`src/rtl/sweep_gen.sv`:
```
// Ramp generator: triangle / saw-up / saw-down between signed live bounds, optional finite cycle count.
// Latency: 2 clk from on_in rising to first sample on signal_out; outputs are registered one clk behind the accumulator.
// Backpressure: none; free-running while on_in=1 (optionally frozen by hold_in when SWEEP_HOLD_EN is defined).
//
// Ports:
//   clk_in, rst_n_in (sync, active-low)  clock / reset
//   on_in                  run enable; low stops and clears
//   mode_in                00 triangle, 01 saw-up, 10 saw-down, 11 triangle
//   minval_in, maxval_in   signed integer bounds (IN_W)
//   stepsize_in            unsigned step per clock, FRAC_W fractional bits
//   n_cycles_in            cycles before stopping; 0 = continuous
//   hold_in                only with SWEEP_HOLD_EN: freeze the running sweep
//   signal_out             signed ramp, top OUT_W bits of {int,frac}
//   dir_out                1 while descending
//   cycle_pulse_out        one-clk pulse per completed cycle, aligned with the bound on signal_out
//   done_out               high once n_cycles_in cycles have completed
// Optional feature macro: SWEEP_HOLD_EN
module sweep_gen #(
    parameter int IN_W   = 16,
    parameter int FRAC_W = 16,
    parameter int OUT_W  = 16,
    parameter int CNT_W  = 16
) (
    input  logic               clk_in,
    input  logic               rst_n_in,
    input  logic               on_in,
`ifdef SWEEP_HOLD_EN
    input  logic               hold_in,
`endif
    input  logic [1:0]         mode_in,
    input  logic [IN_W-1:0]    minval_in,
    input  logic [IN_W-1:0]    maxval_in,
    input  logic [31:0]        stepsize_in,
    input  logic [CNT_W-1:0]   n_cycles_in,
    output logic [OUT_W-1:0]   signal_out,
    output logic               dir_out,
    output logic               cycle_pulse_out,
    output logic               done_out
);

    // Two guard bits above the integer part keep bound +/- step from wrapping.
    localparam int ACC_W = IN_W + FRAC_W + 2;

    localparam logic [1:0] S_IDLE = 2'd0;
    localparam logic [1:0] S_UP   = 2'd1;
    localparam logic [1:0] S_DOWN = 2'd2;
    localparam logic [1:0] S_DONE = 2'd3;

    localparam logic [1:0] M_SAWUP = 2'b01;
    localparam logic [1:0] M_SAWDN = 2'b10;

    logic signed [ACC_W-1:0] r_acc;
    logic [1:0]              r_state;
    logic [1:0]              r_mode;
    logic [CNT_W-1:0]        r_cnt;
    logic                    r_evt;
    logic [OUT_W-1:0]        r_sig;
    logic                    r_dir;
    logic                    r_pulse;
    logic                    r_done;

    logic signed [ACC_W-1:0] w_min;
    logic signed [ACC_W-1:0] w_max;
    logic signed [ACC_W-1:0] w_step;
    logic signed [ACC_W-1:0] w_nxt_up;
    logic signed [ACC_W-1:0] w_nxt_dn;
    logic                    w_bad_bounds;
    logic                    w_hold;
    logic [CNT_W-1:0]        w_cnt_inc;

    logic signed [ACC_W-1:0] w_acc_d;
    logic [1:0]              w_state_d;
    logic [1:0]              w_mode_d;
    logic                    w_evt;

`ifdef SWEEP_HOLD_EN
    assign w_hold = hold_in;
`else
    assign w_hold = 1'b0;
`endif

    assign w_min        = {{2{minval_in[IN_W-1]}}, minval_in, {FRAC_W{1'b0}}};
    assign w_max        = {{2{maxval_in[IN_W-1]}}, maxval_in, {FRAC_W{1'b0}}};
    assign w_step       = ACC_W'(stepsize_in);
    assign w_nxt_up     = r_acc + w_step;
    assign w_nxt_dn     = r_acc - w_step;
    assign w_bad_bounds = $signed(minval_in) > $signed(maxval_in);
    assign w_cnt_inc    = r_cnt + 1'b1;

    // Next-state logic. Turns are decided on the candidate next value so the
    // accumulator never sits one step past a bound. Stop/clear on on_in=0 is
    // applied in the register block, above everything here.
    always_comb begin
        w_acc_d   = r_acc;
        w_state_d = r_state;
        w_mode_d  = r_mode;
        w_evt     = 1'b0;
        case (r_state)
            S_IDLE: begin
                w_mode_d = mode_in;
                if (mode_in == M_SAWDN) begin
                    w_acc_d   = w_max;
                    w_state_d = S_DOWN;
                end else begin
                    w_acc_d   = w_min;
                    w_state_d = S_UP;
                end
            end
            S_UP, S_DOWN: begin
                if (!w_hold) begin
                    if (w_bad_bounds) begin
                        // Inverted window: pin to min, report ascending, never cycle.
                        w_acc_d   = w_min;
                        w_state_d = S_UP;
                    end else if (w_step != '0) begin
                        if (r_state == S_UP) begin
                            if (w_nxt_up > w_max) begin
                                if (r_mode == M_SAWUP) begin
                                    w_acc_d = w_min;
                                    w_evt   = 1'b1;
                                end else begin
                                    w_acc_d   = w_max;
                                    w_state_d = S_DOWN;
                                end
                            end else begin
                                w_acc_d = w_nxt_up;
                            end
                        end else begin
                            if (w_nxt_dn < w_min) begin
                                if (r_mode == M_SAWDN) begin
                                    w_acc_d = w_max;
                                end else begin
                                    w_acc_d   = w_min;
                                    w_state_d = S_UP;
                                end
                                w_evt = 1'b1;
                            end else begin
                                w_acc_d = w_nxt_dn;
                            end
                        end
                        // Final cycle: keep the bound just loaded and stop there.
                        if (w_evt && (n_cycles_in != '0) && (w_cnt_inc == n_cycles_in)) begin
                            w_state_d = S_DONE;
                        end
                    end
                end
            end
            default: begin
                // S_DONE: everything frozen until on_in drops.
            end
        endcase
    end

    always_ff @(posedge clk_in) begin
        if (!rst_n_in) begin
            r_acc   <= '0;
            r_state <= S_IDLE;
            r_mode  <= 2'b00;
            r_cnt   <= '0;
            r_evt   <= 1'b0;
            r_sig   <= '0;
            r_dir   <= 1'b0;
            r_pulse <= 1'b0;
            r_done  <= 1'b0;
        end else begin
            // Output stage lags the accumulator by one clock; pulse and done are
            // delayed the same amount so they line up with the value shown.
            r_sig   <= r_acc[IN_W+FRAC_W-1 -: OUT_W];
            r_dir   <= (r_state == S_DOWN);
            r_done  <= (r_state == S_DONE);
            r_pulse <= r_evt;
            if (!on_in) begin
                r_acc   <= '0;
                r_cnt   <= '0;
                r_state <= S_IDLE;
                r_evt   <= 1'b0;
            end else begin
                r_acc   <= w_acc_d;
                r_state <= w_state_d;
                r_mode  <= w_mode_d;
                r_evt   <= w_evt;
                if (w_evt && !(&r_cnt)) begin
                    r_cnt <= w_cnt_inc;
                end
            end
        end
    end

    assign signal_out      = r_sig;
    assign dir_out         = r_dir;
    assign cycle_pulse_out = r_pulse;
    assign done_out        = r_done;

endmodule

```
`config.mk`:
```
export PLATFORM = sky130hd
export DESIGN_NAME = sweep_gen
export DESIGN_NICKNAME = d
export VERILOG_FILES = /design/src/rtl/sweep_gen.sv
export SDC_FILE = /design/constraint.sdc
export NUM_CORES = 1
export LEC_CHECK = 0
export CAP_MARGIN = 30
export CELL_PAD_IN_SITES_DETAIL_PLACEMENT = 2
export CELL_PAD_IN_SITES_GLOBAL_PLACEMENT = 2
export CORE_ASPECT_RATIO = 0.5
export CORE_MARGIN = 8
export CORE_UTILIZATION = 37
export DETAILED_ROUTE_END_ITERATION = 12
export GPL_ROUTABILITY_DRIVEN = 0
export PLACE_DENSITY_LB_ADDON = 0.3
export SETUP_SLACK_MARGIN = 0.2
export SYNTH_ARGS = -nofsm -noshare
export SYNTH_HDL_FRONTEND = slang
export SYNTH_SLANG_ARGS = --single-unit
```
`constraint.sdc`:
```
create_clock -name clk_in -period 18.04 [get_ports clk_in]
set_clock_uncertainty 0.2 [all_clocks]
set_input_delay 2.706 -clock clk_in [delete_from_list [all_inputs] [get_ports clk_in]]
set_output_delay 2.706 -clock clk_in [all_outputs]
set_load 0.005 [all_outputs]
```
==> summary.md <==
| Metric | Value |
|---|---|
| ANT nets after route | 0 |
| 1st-iter DRT viols | 850 |
| PD cells | 68.6 nW/um^2 |
| H-tree depth | 3 |
| Critical path arrival | 10.25 ns |
| Total power | 0.000801 W |
| FF-to-FF End | r_acc[8]$_SDFFE_PN0P_ |
| Largest family of logic cells by synthesized area | compound AO/OA/AOI/OAI gates |
| Critical R2R Launch | r_acc[0]$_SDFFE_PN0P_ |
| Fin. Hold Viols | 0 |
| R2R setup slack | 10.51 ns |
| Setup Viol. Count Final | 0 |
| Clk pin slew, worst setup/hold paths | 0.07 ns |
| Initial DRT Pass Iterations | 5 |
| CP max stage delay | 0.66 ns |
| Switching share of total power | 47.0% |
| Compound-Gate Fraction of Synth Area | 32.8% |
| Worst Hold End | cycle_pulse_out$_SDFF_PN0_ |
| Clock Power Share | 25.4% |
| Antenna fix cells | 0 |
| Max Clock Freq | 98.8 MHz |
| Mux contribution to synthesized area | under 10% |
| Flop pwr share | 22.6% |
| CTS Sinks | 74 |
| Layout cells sized above 1 | under 10% |
| Core area | 26,600 sq um |
| Simple-Gate Fraction of Synth Area | 22.8% |
| GRT Util Overall | 28.1% |
| Sequential share of the synthesized area | 14.6% |
| Die area | 33,200 sq um |
| Logic pwr share | 51.9% |
| Total gr overflow | 0 |
| Site row count | 42 |
| Slew Limit Fails | 0 |
| Synth Area in XOR/XNOR | 5.36% |
| Register bit total from synthesis | 74 |
| Die Height | 133 microns |
| Critical path's slowest cell | a2111oi_0 |
| Post-synth EDFFs | 0 |
| Global-route wire length before repair | approximately 74,000 microns |
| DR vias | 11,490 |
| Vias in the first global route | 12,513 |
| Mapped Cells | 1,365 |
| Crit-path cells | clkdlybuf4s50_1, ha_1, inv_1, fa_1, nor2_1, o311ai_2, a2111oi_0, o31ai_1, a21oi_1, o21ai_1, a2111oi_0, o31ai_1, and2_1, ha_1, nand4_1, nor3_1, o2111ai_1, nor4_1, o2111ai_1, nor4_4, a21o_1, nand2_1, o221ai_1, a32o_1 |
| DRC | 0 |
| # Max-Cap Violations | 0 |
| Worst r2r path cells | 23 |
| Yosys top cell area share | 14.8% |
| Crit-path leading delay family | compound AO/OA/AOI/OAI gates |
| Fin crit share | 56.1% |
| Post-DP HPWL | 37,800 microns |
| Sw power | 0.000376 W |
| Setup repair after global routing missed its margin | no |
| Inserted Clock Buffers | 9 |
| Ys flop type | dfxtp_1 |
| VDD IR max | 0.0000486 V |
| Class of the worst hold path | reg -> reg |
| Syn-to-layout area delta | 15.4% |
| Initial antenna violation count | 1 |
| DRT Wirelength | 48,100 microns |
| FILL cells | 3,082 |
| Pin count of the biggest net entering global routing | 38 |
| Asr flop ratio synth | 0% |
| Setup TNS | 0 ns |
| WP data required | about 18 ns |
| Area contributors post-synth | ha_1 (15%), dfxtp_1 (15%), nand2_1 (4.4%), o211ai_1 (4.2%), xnor2_1 (4.2%) |
| Max_slew headroom | 33.2% |
| Setup Crit Path Kind | in -> reg |
| Crit-path max FO | 12 |
| # nets final | 1,626 |
| Synth Cell Area | slightly above 10,000 sq um |
| Post-Syn Nets | 1,572 |
| Min-delay src | r_evt$_SDFF_PN0_ |
| Worst setup SP type | primary input |
| Worst Tran Pin Value | 1.00 ns |
| Post CTS Setup Buffer Count | 0 |
| Routed length per placed instance | 27.1 microns |
| Starting Density | 38.0% |
| Clk buf depth | 2 |
| Min-Delay Path Depth | 1 |
| Outcome | finished, final reports clean |
| Adder-cell share of the synthesized area | between 10% and 20% |
| CP endpoint kind | flop |
| I/O Buffers | 103 |
| # hold bufs at CTS | 0 |
| Post-CTS sizing | 0 |
| Tmin final | 10.12 ns |
| Leakage | between 4 and 5 nW |
| Synth warnings | 0 |
| Worst skew pair latency | ~0.38 ns |
| P_int | approximately 0.00042 W |
| Synth unique cells | between 90 and 100 |
| Root buffer cell | clkbuf_16 |
| Post-synth top area cell | ha_1 |
| Syn Area/Cell | roughly 7.4 sq um |
| Die extent in x | 250 microns |
| CTS tree | yes |
| Routed vias/inst | 6.47 |
| IO Pins | 104 |
| WP buf/inv | 2 |
## routing by layer
layer | GRT usage (%) | wire length, microns
met5 | 0 | 0
met3 | 6.49 | 3510
met4 | 9.52 | 1330
met1 | 35.6 | 21300
met2 | 46.4 | 22000
## registers in the layout (all words and copies together), names as in the netlist
signal and cells:
done_out 1, signal_out 16, r_acc 34, cycle_pulse_out 1, r_mode 2, dir_out 1, r_state 2, r_cnt 16
r_evt 1
## power groups by stage
stage | Combinational (W) | Sequential, W | Clock [W]
after floorplan | 0.000257 | 0.000178 | 0
after global placement | 0.000373 | 0.000183 | 0
after detailed placement | 0.000396 | 0.000184 | 0
after CTS | 0.000404 | 0.000180 | 0.000206
after global routing | 0.000440 | 0.000182 | 0.000210
final | 0.000416 | 0.000181 | 0.000204
## layout make-up
class | count | area [sq um] | share of cell area [%]
multi-input combinational | 1105 | 7870 | 67.4
sequential | 74 | 1480 | 12.7
timing repair buffer | 120 | 1170 | 10.0
tap | 352 | 440 | 3.77
inverter | 109 | 409 | 3.50
clock buffer | 9 | 225 | 1.93
clock inverter | 7 | 83.8 | 0.718
## synth_stat cells, types with 6 or more instances
cell	n
ha_1	120
nand2_1	120
inv_1	107
nor2_1	98
a21oi_1	77
dfxtp_1	74
o21ai_0	70
o211ai_1	57
xnor2_1	48
clkbuf_1	45
and2_1	33
nand3_1	33
a21o_1	29
nor3_1	27
nor4_1	23
a31oi_1	22
buf_2	21
nand4_1	20
nand2b_1	15
o21a_1	15
nor2b_1	14
xor2_1	14
and3_1	13
mux2i_1	13
a221oi_1	12
o21bai_1	12
a32o_1	11
a211oi_1	9
o21ai_1	9
or3_1	9
a221o_1	8
o31ai_1	8
a2111oi_0	7
nand3b_1	7
o2111ai_1	7
o22ai_1	7
a211o_1	6
a21boi_0	6
o221ai_1	6
o31a_1	6
## layout by cell type, fill, tap and decap left out, types with 11 or more instances in the layout
| cell | instances |
|---|---|
| a21o_1 | 29 |
| a21oi_1 | 77 |
| a221oi_1 | 12 |
| a31oi_1 | 22 |
| a32o_1 | 11 |
| and2_1 | 33 |
| and3_1 | 13 |
| buf_4 | 14 |
| clkdlybuf4s50_1 | 103 |
| dfxtp_1 | 74 |
| ha_1 | 120 |
| inv_1 | 107 |
| mux2i_1 | 13 |
| nand2_1 | 120 |
| nand2b_1 | 15 |
| nand3_1 | 33 |
| nand4_1 | 20 |
| nor2_1 | 98 |
| nor2b_1 | 14 |
| nor3_1 | 27 |
| nor4_1 | 23 |
| o211ai_1 | 57 |
| o21a_1 | 15 |
| o21ai_0 | 70 |
| o21bai_1 | 12 |
| xnor2_1 | 48 |
| xor2_1 | 14 |
## cell families after synthesis
kind of cell	Yosys count
compound gates	454
flops	74
mux	15
fa+ha+maj	122
xor+xnor	62
buf+inv	186
simple gates	452
## worst max-delay path by stage
stage / from / end / cells past startpoint / slack, ns
4_1_cts: stepsize_in[0] / r_acc[8]$_SDFFE_PN0P_ / 24 / 8.08
2_1_floorplan: stepsize_in[0] / r_acc[29]$_SDFFE_PN0P_ / 24 / 10.39
3_5_place_dp: stepsize_in[0] / r_acc[8]$_SDFFE_PN0P_ / 24 / 7.75
6_report: stepsize_in[0] / r_acc[8]$_SDFFE_PN0P_ / 24 / 7.92
5_1_grt: stepsize_in[0] / r_acc[8]$_SDFFE_PN0P_ / 24 / 7.58
3_3_place_gp: stepsize_in[0] / r_acc[8]$_SDFFE_PN0P_ / 24 / 8.45
## metrics by stage
step	worst slack (ns)	cell area, sq um	cells	util, %	hold WS [ns]
floorplan	10.39	10100	1365	-	0.212
global placement	8.45	11300	1755	42.5	0.228
detailed placement	7.75	11300	1757	42.6	0.237
CTS	8.08	11700	1773	43.7	0.253
global route	7.58	11700	1776	43.8	0.272
finish	7.92	11700	1776	43.8	0.243
## worst reg2reg max path, stage by stage (launching register included)
cell	delay (ns)
dfxtp_1	0.38
ha_1	0.22
inv_1	0.07
fa_1	0.48
nor2_1	0.19
o311ai_2	0.15
a2111oi_0	0.67
o31ai_1	0.24
a21oi_1	0.24
o21ai_1	0.11
a2111oi_0	0.50
o31ai_1	0.19
and2_1	0.19
ha_1	0.29
nand4_1	0.11
nor3_1	0.50
o2111ai_1	0.21
nor4_1	0.22
o2111ai_1	0.22
nor4_4	0.47
a21o_1	0.49
nand2_1	0.52
o221ai_1	0.40
a32o_1	0.21
Power figures use the tool's default switching activity.
